[src/rtl/instload_pkg.sv]
// -----------------------------------------------------------------------------
// instload_pkg
// Shared definitions for the boot-time program loader: the FSM state type,
// the word geometry (four bytes per instruction word) and the address step
// between consecutive instruction words.
// -----------------------------------------------------------------------------
package instload_pkg;

   // Loader FSM states.
   typedef enum logic [1:0] {
      IDLE,
      COLLECT,
      WRITE,
      DONE
   } state_e;

   // Bytes packed into one instruction word.
   localparam int BYTES_PER_WORD = 4;

   // Byte-address increment between consecutive words.
   localparam int ADR_STEP = 4;

   // True when a two-bit byte index points at the final byte of a word.
   function automatic logic isLastIndex(input logic [1:0] idx);
      return idx == 2'(BYTES_PER_WORD - 1);
   endfunction

endpackage

[src/rtl/instload_packer.sv]
// -----------------------------------------------------------------------------
// instload_packer
// Four-byte big-endian assembly register. The first accepted byte of a word
// lands in bits [31:24], the fourth in bits [7:0].
//
// Ports
//   clk      in   system clock
//   reset_n  in   asynchronous active-low reset
//   accept_i in   a byte is being consumed this cycle
//   clear_i  in   discard any partial word and restart at byte 0
//   byte_i   in   byte being consumed
//   word_o   out  assembled word, including byte_i at the current index
//   last_o   out  byte_i completes the word (index 3 and accept_i)
// -----------------------------------------------------------------------------
module instload_packer
   import instload_pkg::*;
(
   input  logic        clk,
   input  logic        reset_n,
   input  logic        accept_i,
   input  logic        clear_i,
   input  logic [7:0]  byte_i,
   output logic [31:0] word_o,
   output logic        last_o
);

   logic [1:0]  index_q;
   logic [31:0] word_q;
   logic [31:0] merged_d;

   // word_o merges the byte presented this cycle so the consumer can capture
   // the complete word on the same edge that accepts the fourth byte.
   always_comb begin
      merged_d = word_q;
      unique case (index_q)
         2'd0:    merged_d[31:24] = byte_i;
         2'd1:    merged_d[23:16] = byte_i;
         2'd2:    merged_d[15:8]  = byte_i;
         default: merged_d[7:0]   = byte_i;
      endcase
   end

   // Clear takes priority so a new load never inherits a stale partial word.
   // The two-bit index wraps to 0 naturally after the fourth byte.
   always_ff @(posedge clk or negedge reset_n) begin
      if (!reset_n) begin
         index_q <= '0;
         word_q  <= '0;
      end else if (clear_i) begin
         index_q <= '0;
         word_q  <= '0;
      end else if (accept_i) begin
         index_q <= index_q + 2'd1;
         word_q  <= merged_d;
      end
   end

   assign word_o = merged_d;
   assign last_o = accept_i && isLastIndex(index_q);

endmodule

[src/rtl/instload.sv]
// -----------------------------------------------------------------------------
// instload
// Boot-time program loader. Takes a byte stream over valid/ready, packs each
// four bytes big-endian into an instruction word and writes it to the
// instruction RAM at consecutive word-aligned addresses from a base address.
//
// Ports
//   clk         in   system clock
//   reset_n     in   asynchronous active-low reset
//   start       in   begin a load (sampled in IDLE only)
//   base_adr    in   first byte address (low two bits ignored)
//   word_count  in   number of words to load (sampled with start)
//   in_valid    in   byte stream valid
//   in_data     in   byte stream data
//   in_ready    out  loader accepts a byte this cycle
//   we          out  instruction memory write enable, one cycle per word
//   adr         out  write byte address
//   writedata   out  write data
//   busy        out  load in progress
//   done        out  one-cycle completion pulse
// -----------------------------------------------------------------------------
module instload
   import instload_pkg::*;
#(
   parameter int DATA_WIDTH = 32,
   parameter int BUS_WIDTH  = 17
)(
   input  logic                  clk,
   input  logic                  reset_n,
   input  logic                  start,
   input  logic [BUS_WIDTH-1:0]  base_adr,
   input  logic [BUS_WIDTH-3:0]  word_count,
   input  logic                  in_valid,
   input  logic [7:0]            in_data,
   output logic                  in_ready,
   output logic                  we,
   output logic [BUS_WIDTH-1:0]  adr,
   output logic [DATA_WIDTH-1:0] writedata,
   output logic                  busy,
   output logic                  done
);

   localparam logic [BUS_WIDTH-3:0] ONE_WORD = (BUS_WIDTH-2)'(1);
   localparam logic [BUS_WIDTH-1:0] ADR_INC  = BUS_WIDTH'(ADR_STEP);
   localparam logic [BUS_WIDTH-1:0] ALIGN    = ~BUS_WIDTH'(BYTES_PER_WORD - 1);

   state_e                  state_q;
   logic [BUS_WIDTH-1:0]    adr_q;
   logic [BUS_WIDTH-3:0]    remaining_q;
   logic [DATA_WIDTH-1:0]   writeData_q;
   logic                    we_q;
   logic                    inReady_q;
   logic                    busy_q;
   logic                    done_q;

   logic                    byteAccept;
   logic                    packerClear;
   logic [31:0]             packedWord;
   logic                    lastByte;
   logic [BUS_WIDTH-1:0]    adrNext_d;
   logic [BUS_WIDTH-1:0]    alignedBase_d;

   // inReady_q is only ever set while entering COLLECT, so it doubles as the
   // COLLECT decode and keeps in_ready free of any path from in_valid.
   assign byteAccept = in_valid && inReady_q;

   // Restart byte assembly on every accepted start and after every write so
   // each word begins at byte index 0.
   assign packerClear = ((state_q == IDLE) && start) || (state_q == WRITE);

   // Address arithmetic wraps modulo 2^BUS_WIDTH by plain truncation.
   assign adrNext_d     = adr_q + ADR_INC;
   assign alignedBase_d = base_adr & ALIGN;

   instload_packer u_packer (
      .clk      (clk),
      .reset_n  (reset_n),
      .accept_i (byteAccept),
      .clear_i  (packerClear),
      .byte_i   (in_data),
      .word_o   (packedWord),
      .last_o   (lastByte)
   );

   // Loader FSM with all outputs registered. we and done default low each
   // cycle so they can only ever be one-cycle pulses.
   always_ff @(posedge clk or negedge reset_n) begin
      if (!reset_n) begin
         state_q     <= IDLE;
         adr_q       <= '0;
         remaining_q <= '0;
         writeData_q <= '0;
         we_q        <= 1'b0;
         inReady_q   <= 1'b0;
         busy_q      <= 1'b0;
         done_q      <= 1'b0;
      end else begin
         we_q   <= 1'b0;
         done_q <= 1'b0;
         unique case (state_q)
            IDLE: begin
               if (start) begin
                  if (word_count != '0) begin
                     adr_q       <= alignedBase_d;
                     remaining_q <= word_count;
                     inReady_q   <= 1'b1;
                     busy_q      <= 1'b1;
                     state_q     <= COLLECT;
                  end else begin
                     // An empty load completes immediately; adr keeps its
                     // previous value since no word is written.
                     done_q  <= 1'b1;
                     state_q <= DONE;
                  end
               end
            end
            COLLECT: begin
               if (lastByte) begin
                  writeData_q <= packedWord;
                  we_q        <= 1'b1;
                  inReady_q   <= 1'b0;
                  state_q     <= WRITE;
               end
            end
            WRITE: begin
               adr_q       <= adrNext_d;
               remaining_q <= remaining_q - ONE_WORD;
               if (remaining_q == ONE_WORD) begin
                  busy_q  <= 1'b0;
                  done_q  <= 1'b1;
                  state_q <= DONE;
               end else begin
                  inReady_q <= 1'b1;
                  state_q   <= COLLECT;
               end
            end
            DONE: begin
               state_q <= IDLE;
            end
            default: begin
               state_q <= IDLE;
            end
         endcase
      end
   end

   assign in_ready  = inReady_q;
   assign we        = we_q;
   assign adr       = adr_q;
   assign writedata = writeData_q;
   assign busy      = busy_q;
   assign done      = done_q;

endmodule

[config.mk]
export PLATFORM = sky130hd
export DESIGN_NAME = instload
export DESIGN_NICKNAME = d
export VERILOG_FILES = /design/src/rtl/instload_pkg.sv /design/src/rtl/instload_packer.sv /design/src/rtl/instload.sv
export SDC_FILE = /design/constraint.sdc
export NUM_CORES = 1
export LEC_CHECK = 0
export CORE_ASPECT_RATIO = 0.8
export CORE_MARGIN = 2
export CORE_UTILIZATION = 40
export DETAILED_ROUTE_END_ITERATION = 10
export GPL_ROUTABILITY_DRIVEN = 1
export GPL_TIMING_DRIVEN = 0
export SYNTH_ARGS = -nofsm -noshare
export SYNTH_HDL_FRONTEND = slang
export SYNTH_SLANG_ARGS = --single-unit
[constraint.sdc]
create_clock -name clk -period 2.15 [get_ports clk]
set_clock_uncertainty 0.05 [all_clocks]
set_input_delay 0.43 -clock clk [delete_from_list [all_inputs] [get_ports clk]]
set_output_delay 0.43 -clock clk [all_outputs]
set_load 0.005 [all_outputs]
### Yosys cells after proc, flatten, opt, wreduce, memory -nomap -nowiden

Index checks and enable logic that the tools add are counted.

* flip-flop bits (word level): 104
* bits in latches: 0
* memory bits (writable): 0
* ROM bits: 0
* output and inout port bits: 53
* memories kept: 0

* $add $sub $neg: 3
* $mul: 0
* divide/modulo/power cells: 0
* magnitude comparators: 0
* equality and inequality tests: 12
* shift operators: 0
* mux-type cells: 32
* bitwise logic cells: 0
* reductions and logical operators: 16

Operators with widths (number)
* 32-bit 2-to-1 mux: 2
* 17-bit 2-to-1 mux: 2
* 17-bit case mux with 2 select lines: 1
* 8-bit 2-to-1 mux: 4
* 15-bit 2-to-1 mux: 2
* 15-bit case mux with 2 select lines: 1
* 17-bit by 3-bit adder with 17-bit output (second input constant): 1
* 15-bit by 1-bit equality test with 1-bit output (second input constant): 1
* 15-bit nonzero test: 1
* 15-bit by 1-bit subtractor with 15-bit output (second input constant): 1
* 2-bit 2-to-1 mux: 6
* 1-bit 2-to-1 mux: 10
* 2-bit equality test (second input constant): 4
* 2-bit case mux with 4 select lines: 1
* 2-bit inequality test (second input constant): 3
* 5-bit AND reduction: 1
* 2-bit by 1-bit equality test with 1-bit output (second input constant): 2
* 2-bit logical NOT: 2
* 2-bit by 1-bit inequality test with 1-bit output (second input constant): 2
* 1-bit case mux with 2 select lines: 2
* 2-bit AND reduction: 2
* 4-bit AND reduction: 1
* 2-bit nonzero test: 2
* 1-bit logical AND: 3
* 6 further kinds: 6

### Longest topological paths before layout

Gate-level depths: netlist of the first run.

* depth after elaboration: 5
* depth in mapped cells: 7
* depth with buffers taken out: 6

### Hierarchy

A second synthesis of the first run with hierarchy kept.

* cell total of the unflattened synthesis: 553
* area, all modules: 5402.7 µm²

Modules (own cells, without submodules)
* instload: instances 1, cells an instance 386, area each 3392.0 µm², seq. area each 1701.6 µm²
* instload_packer: instances 1, cells an instance 167, area each 2010.7 µm², seq. area each 850.8 µm²

### Least setup slack after synthesis of the first run

OpenSTA, ideal clock, no wires.

* kind: flip-flop to flip-flop
* start: register state_q[0]
* end: register remaining_q[9]
* setup time: 0.126 ns
* arrival: 1.623 ns
* data required time: 1.974 ns
* setup slack: 0.351 ns
* stages on the path, launching flop included: 6
* path buffers: 1
* path through: dfrtp_1 > buf_6 > or4b_4 > nor4_4 > a211oi_1 > a221o_1

* word-level cells in the longest chain between the ends: 3
* elaborated cells between the ends (all ways): 7
* classes of those cells: eq/ne: 3; mux: 1; reduce/logical: 3

Ends and longest elaborated chain
* start: declaration: line instload.sv:47 `state_e state_q;`
* start signal: assignment: line instload.sv:89 `state_q <= IDLE;`
* start signal: assignment: line instload.sv:108 `state_q <= COLLECT;`
* start signal: assignment: line instload.sv:113 `state_q <= DONE;`
* 2-bit logical NOT or 2-bit equality test (tied branches): line instload.sv:100 `unique case (state_q)`
* 2-bit by 1-bit inequality test with 1-bit output (no line), or another cell as far along
* 3-bit AND reduction (no line)
* end signal: assignment: line instload.sv:105 `remaining_q <= word_count;`
* end signal: assignment: line instload.sv:127 `remaining_q <= remaining_q - ONE_WORD;`
* end: declaration: line instload.sv:49 `logic [BUS_WIDTH-3:0] remaining_q;`

Several ways; a longest one is shown, not always the timed one.
A chain may end at the register's enable or synchronous reset.

### Worst setup path in the final report of the first run

* start: input word_count[14]
* end: register adr_q[7] (netlist: adr[7])

* word-level cells in the longest chain between the ends: 3

Ends and longest elaborated chain
* start: declaration: line instload.sv:32 `input logic [BUS_WIDTH-3:0] word_count,`
* 15-bit nonzero test: line instload.sv:103 `if (word_count != '0) begin`
* 2-bit by 1-bit inequality test with 1-bit output (no line)
* 3-bit AND reduction (no line)
* end signal: assignment: line instload.sv:104 `adr_q <= alignedBase_d;`
* end signal: assignment: line instload.sv:126 `adr_q <= adrNext_d;`
* end: declaration: line instload.sv:48 `logic [BUS_WIDTH-1:0] adr_q;`

No other way between the ends.

==> flow_metrics.py, run 1 <==
metrics = {
    "power_and_ir_drop": {
        "swShare": 0.367,
        "power_density_nw_per_um2": 1280,
        "clockPowerShare": 0.209,
        "worst_ir_drop_vdd_mv": 0.563,
        "power.leakage_nw": 2.73,
        "pwr-share-comb": 0.397,
        "power_frac_seq": 0.395,
        "power.internal_mw": 5.38,
        "p_switching_mw": 3.11,
    },
    "yosys": {
        "netlist_area_sq_um": 5120,
        "yosys.area.top_type": "dfrtp_1",
        "synthMuxAreaShare": 0.0685,
        "ys_warn_count": 0,
        "synthAdderAreaFrac": 0.0196,
        "synth-simple-area-share": 0.195,
        "synth_top_family_by_area": "simple AND/OR/NAND/NOR gates",
        "syn_area_per_cell_sq_um": 9.58,
        "synth_compound_area_frac": 0.161,
        "ys_types": 59,
        "synth_area_leaders": "dfrtp_1 (50%), mux2i_1 (6.8%), nand2_1 (6.0%)",
        "seq_area_frac_synth": 0.499,
        "synth-main-ff-cell": "dfrtp_1",
        "synthXorXnorAreaFrac": 0.00685,
        "postSynthCellCount": 534,
        "synth_edf_count": 0,
        "synth_top_area_frac": 0.499,
        "ys_seq_elements": 102,
        "synthArstFlopShare": 1.00,
        "synth_common_cells": "dfrtp_1 (102), nand2_1 (82), nand3_1 (43)",
        "yosys.cell_count.top_type": "dfrtp_1",
    },
    "setup_path": {
        "cp_cell_sequence": "clkdlybuf4s50_1 > nor4_4 > and4_4 > buf_4 > buf_6 > nor3_1 > a221oi_1",
        "critical_path.slowest_cell": "clkdlybuf4s50_1",
        "arrival_ns": 2.26,
        "critPathCaptureType": "register",
        "cpPeakStageDelay_ns": 0.48,
        "cp_top_family": "buffers and inverters",
        "path_class": "in -> reg",
        "r2r_slack_ns": 0.11,
        "crit_required_ns": 2.34,
        "worstPathMaxFanout": 10,
        "path_buf_inv": 3,
        "cp-start-kind": "primary input",
    },
    "final_layout": {
        "drive_gt1_frac": 0.100,
        "areaGrowthSynthToFinish_pct": 29.5,
        "num_antenna_cells": 0,
        "nets": 686,
        "fin_cells": 810,
    },
    "run_status": {
        "status": "finished, final reports clean",
    },
    "clock_tree": {
        "clock_sinks": 102,
        "htreeDepth": 3,
        "clockBufferDepth": 2,
        "clk_pin_slew_ns": 0.07,
        "clk_latency_ns": 0.34,
        "cts_tree": "built",
        "cts_buffers": 9,
        "root_buffer": "clkbuf_16",
    },
    "routing": {
        "ant_nets": 0,
        "viasPerCell": 5.59,
        "drc_errors": 0,
        "via_count": 4530,
        "drtIter0Drc": 337,
        "wl_per_cell_microns": 17.5,
        "drt_wl_total_microns": 14200,
        "drt_first_pass_iters": 4,
    },
    "global_routing": {
        "grt_pass1_vias": 4507,
        "grt_max_degree": 71,
        "overflow": 0,
        "antenna_found_initial": 0,
        "grt_pass1_wl_microns": 23300,
        "grt_use_total": 0.217,
    },
    "placed_design": {
        "gp_congestion": 0.815,
        "dpl.hpwl_microns": 10000,
        "io_buffer_count": 84,
        "dp_cells": 791,
    },
    "sta": {
        "finalCritPeriodShare": 0.963,
        "fmax_mhz": 483,
        "setup_viol": 0,
        "period_needed_ns": 2.07,
        "hold_viol": 0,
        "slew_headroom": 0.547,
        "drv_slew": 0,
        "hold_ws_ns": 0.430,
        "tightest_slew_ns": 0.673,
    },
    "floorplanning": {
        "core.rowCount": 36,
        "die_x_microns": 130,
        "num_io_pins": 97,
        "die_area_sq_um": 13700,
        "core_sq_um": 12300,
        "initial_core_util": 0.415,
        "die_y_microns": 105,
    },
    "worst_hold_path": {
        "hold_path_class": "reg -> reg",
    },
    "run": {
        "drv_cap": 0,
    },
}
[what timing repair did]
action                     4_1_cts  5_1_grt
setup buffers                    0        4
hold buffers                     1        0
gates resized for setup          9       20
hold endpoints to repair        16        0
pin swaps                        1        6
setup endpoints to repair       47       79
[registers in the layout, summed over array words and instances (netlist names)]
name              cells
adr                  15
busy                  1
done                  1
in_ready              1
remaining_q          15
state_q               2
u_packer.index_q      2
u_packer.word_q      32
we                    1
writedata            32
[per-stage QoR]
stage                     setup TNS (ns)  utilization  total power, mW  setup WS (ns)  cell area [sq um]
final                                  0        0.537             8.49         0.0797               6620
after global routing            -0.00508        0.537             9.11       -0.00508               6620
after CTS                              0        0.533             8.50         0.0136               6580
after detailed placement          -36.17        0.502             6.70         -0.591               6200
after global placement           -383.02        0.500             6.59          -3.40               6170
after floorplan                        0            -             5.24          0.351               5120
[power by group through the flow]
stage,combinational [mW],clock (mW),sequential (mW)
6_report,3.37,1.77,3.35
5_1_grt,3.75,1.88,3.47
4_1_cts,3.35,1.81,3.35
3_5_place_dp,3.32,0,3.37
3_3_place_gp,3.25,0,3.34
2_1_floorplan,2.00,0,3.25
[routing by layer]
metal / part of all wire / global-route usage
met2: 0.44 / 0.307
met4: 0.015 / 0.0699
met5: 0 / 0
met3: 0.052 / 0.0440
met1: 0.49 / 0.331
[worst min-delay path, stage by stage, from the launching register on]
cell	delay, ns
dfrtp_1	0.34
nand2_1	0.05
o21ai_0	0.06
[layout by cell type, fill, tap and decap left out, types with 3 or more instances in the layout]
cell             netlist  routed
clkbuf_16              0       9
a31oi_1                3       3
buf_4                  4       8
nand4_1                8       8
a311oi_1               5       5
clkbuf_2               1      14
nor2_1                12      12
nand2_1               82      82
xnor2_1                3       3
and4_1                 5       4
a21oi_1               40      40
clkbuf_1              27      13
a221o_1                3       3
dfrtp_1              102     102
buf_1                  9       8
nor4_4                 1       4
clkdlybuf4s50_1        0      83
a221oi_1               7       7
nand3_1               43      43
ha_1                   8       8
o221a_2                6       6
and2_1                 4       4
buf_2                  5       5
o21ai_0               39      39
inv_1                 12      12
mux2i_1               35      35
nor3_1                16      16
a211oi_1               5       5
[worst paths after layout]
path	endpoint	depth (start not counted)	startpoint
max	adr[7]	7	word_count[14]
min	writedata[20]	2	writedata[20]
max reg2reg	remaining_q[14]	5	state_q[0]
min reg2reg	writedata[20]	2	writedata[20]
max in group asynchronous	writedata[25]	3	reset_n
min in group asynchronous	adr[10]	2	reset_n
[logic make-up (layout without fill, tap and decap cells)]
kind of cell / after synthesis / after routing
AO/OA/AOI/OAI: 128 / 128
AND/OR/NAND/NOR: 197 / 197
flip-flops: 102 / 102
XOR/XNOR: 4 / 4
other: 1 / 2
buffers and inverters: 59 / 163
adder cells (fa/ha/maj): 8 / 8
multiplexers: 35 / 35
[cell type report]
type | count | area (sq um)
fillers | 1155 | 5720
clock inverters | 6 | 85.1
flip-flops and latches | 102 | 2550
inverters | 12 | 45.0
well taps | 171 | 214
multi-input cells | 374 | 2360
repair buffers | 90 | 906
clock buffers | 10 | 239
plain buffers | 45 | 219
(Power assumes the default switching activity.)
==> inputs of run 2 (changes only) <==
==> constraint.sdc (replaced) <==
create_clock -name clk -period 1.99 [get_ports clk]
set_clock_uncertainty 0.05 [all_clocks]
set_input_delay 0.398 -clock clk [delete_from_list [all_inputs] [get_ports clk]]
set_output_delay 0.398 -clock clk [all_outputs]
set_load 0.005 [all_outputs]
==> run 2 against run 1 <==
  * Die area did not move
  * Core utilization rose by 1.2 points
  * Final cell count rose by 0.12%
  * Combinational power rose by 9.8%
  * Largest power group unchanged
  * Non-clock buffer count rose by 1
  * Hold slack got worse by 0.093 ns
  * Register-to-register slack got worse by 0.03 ns
  * Final area rose by 2.2%
  * Total power rose by 9.1%
  * Critical path depth did not move
  * Global-route usage barely moved
  * Clock-buffer cell count did not move
==> flow_metrics.py, run 2 (synthesis results as in run 1) <==
metrics = {
    "final_layout": {
        "num_antenna_cells": 0,
        "drive_gt1_frac": 0.122,
        "final_cell_mix": "dfrtp_1 (101), nand2_1 (80), clkdlybuf4s50_1 (77)",
        "filler_cell_count": 1138,
        "final_common_cell": "dfrtp_1",
        "fin_util": 0.548,
        "areaGrowthSynthToFinish_pct": 32.3,
        "nets": 687,
    },
    "worst_hold_path": {
        "hold_path_class": "in -> reg",
        "hp-start": "word_count[10]",
        "hold_path_end": "remaining_q[10]",
        "min_path_cells": 3,
    },
    "routing": {
        "drt_wl_total_microns": 14400,
        "drtIter0Drc": 313,
        "drt_first_pass_iters": 4,
        "viasPerCell": 5.61,
        "wl_per_cell_microns": 17.8,
        "via_count": 4547,
        "ant_nets": 0,
        "drc_errors": 0,
    },
    "placed_design": {
        "dpl.hpwl_microns": 10000,
        "io_buffer_count": 84,
        "gp_congestion": 0.815,
        "post-place-ws_ns": -0.719,
    },
    "clock_tree": {
        "cts_buffers": 9,
        "clk_pin_slew_ns": 0.06,
        "clk_latency_ns": 0.35,
        "root_buffer": "clkbuf_16",
        "clockBufferDepth": 2,
        "cts_tree": "built",
        "clock_sinks": 102,
        "htreeDepth": 3,
    },
    "floorplanning": {
        "num_io_pins": 97,
        "die_x_microns": 130,
        "core.rowCount": 36,
        "die_y_microns": 105,
        "die_area_sq_um": 13700,
        "initial_core_util": 0.415,
        "core_sq_um": 12300,
    },
    "global_routing": {
        "grt_max_degree": 71,
        "antenna_found_initial": 0,
        "grt_pass1_vias": 4475,
        "grt_pass1_wl_microns": 23300,
        "grt_use_total": 0.217,
        "overflow": 0,
    },
    "sta": {
        "slew_headroom": 0.554,
        "period_needed_ns": 1.95,
        "fin_setup_tns_ns": 0,
        "fmax_mhz": 512,
        "hold_viol": 0,
        "drv_slew": 0,
        "tightest_slew_ns": 0.663,
        "finalCritPeriodShare": 0.982,
        "setup_viol": 0,
        "fin_ws_ns": 0.0358,
    },
    "setup_path": {
        "worstPathMaxFanout": 5,
        "path_class": "in -> reg",
        "r2r_start": "remaining_q[6]",
        "arrival_ns": 2.14,
        "rr_endpoint": "remaining_q[9]",
        "critPathCaptureType": "register",
        "r2r_slack_ns": 0.08,
        "ff2ff_path_depth": 4,
        "cp-start-kind": "primary input",
        "crit_required_ns": 2.17,
    },
    "power_and_ir_drop": {
        "power_mw": 9.26,
        "power.leakage_nw": 2.83,
        "power_density_nw_per_um2": 1370,
        "worst_ir_drop_vdd_mv": 0.610,
    },
    "run": {
        "drv_cap": 0,
    },
    "run_status": {
        "status": "finished, final reports clean",
    },
}
[run 2: final cells by class]
type | instances | area, sq um | share of cell area
buffer | 41 | 235 | 0.0348
clock buffer | 10 | 239 | 0.0353
clock inverter | 6 | 85.1 | 0.0126
inverter | 12 | 45.0 | 0.00666
multi-input combinational | 374 | 2410 | 0.357
sequential | 102 | 2550 | 0.377
tap | 171 | 214 | 0.0316
timing repair buffer | 95 | 980 | 0.145
[run 2: stage by stage]
step                      hold WS (ns)  instance area [sq um]  instances
after floorplan                 0.0524                   5120        535
after global placement           0.415                   6170        790
after detailed placement         0.331                   6200        791
after CTS                        0.423                   6630        809
after global routing             0.332                   6770        811
final                            0.337                   6770        811
[run 2: how the worst max path moves through the flow]
stage,cells past startpoint,start,end,slack [ns]
after CTS,6,u_packer.index_q[0],writedata[15],0.00008
final,7,word_count[11],remaining_q[11],0.04
after detailed placement,6,word_count[10],adr[13],-0.72
after floorplan,5,state_q[0],remaining_q[9],0.19
after global routing,7,state_q[0],remaining_q[11],-0.02
after global placement,1,reset_n,we,-3.53
[run 2: power by group]
group	total (mW)	switching, mW	internal (mW)	leakage (nW)
registers	3.64	0.752	2.89	1.30
clock network	1.92	0.791	1.13	0.154
logic	3.70	1.87	1.83	1.38
[run 2: worst max-delay path: stages]
cell             delay (ns)
clkdlybuf4s50_1        0.48
nor4_4                 0.29
buf_4                  0.17
nand4_4                0.16
buf_6                  0.19
a22o_1                 0.20
o221a_2                0.23
[run 2: repair_timing]
action | 4_1_cts | 5_1_grt
setup endpoints to repair | 97 | 69
gates cloned | 0 | 1
endpoints found under the hold margin | 32 | 0
pin swaps | 5 | 6
buffers inserted | 3 | 5
hold buffers | 1 | 0
resized for setup | 25 | 29
[run 2: routing by layer]
layer | share of wire | track usage
met1 | 0.50 | 0.330
met2 | 0.44 | 0.307
met4 | 0.014 | 0.0669
met3 | 0.050 | 0.0456
met5 | 0 | 0
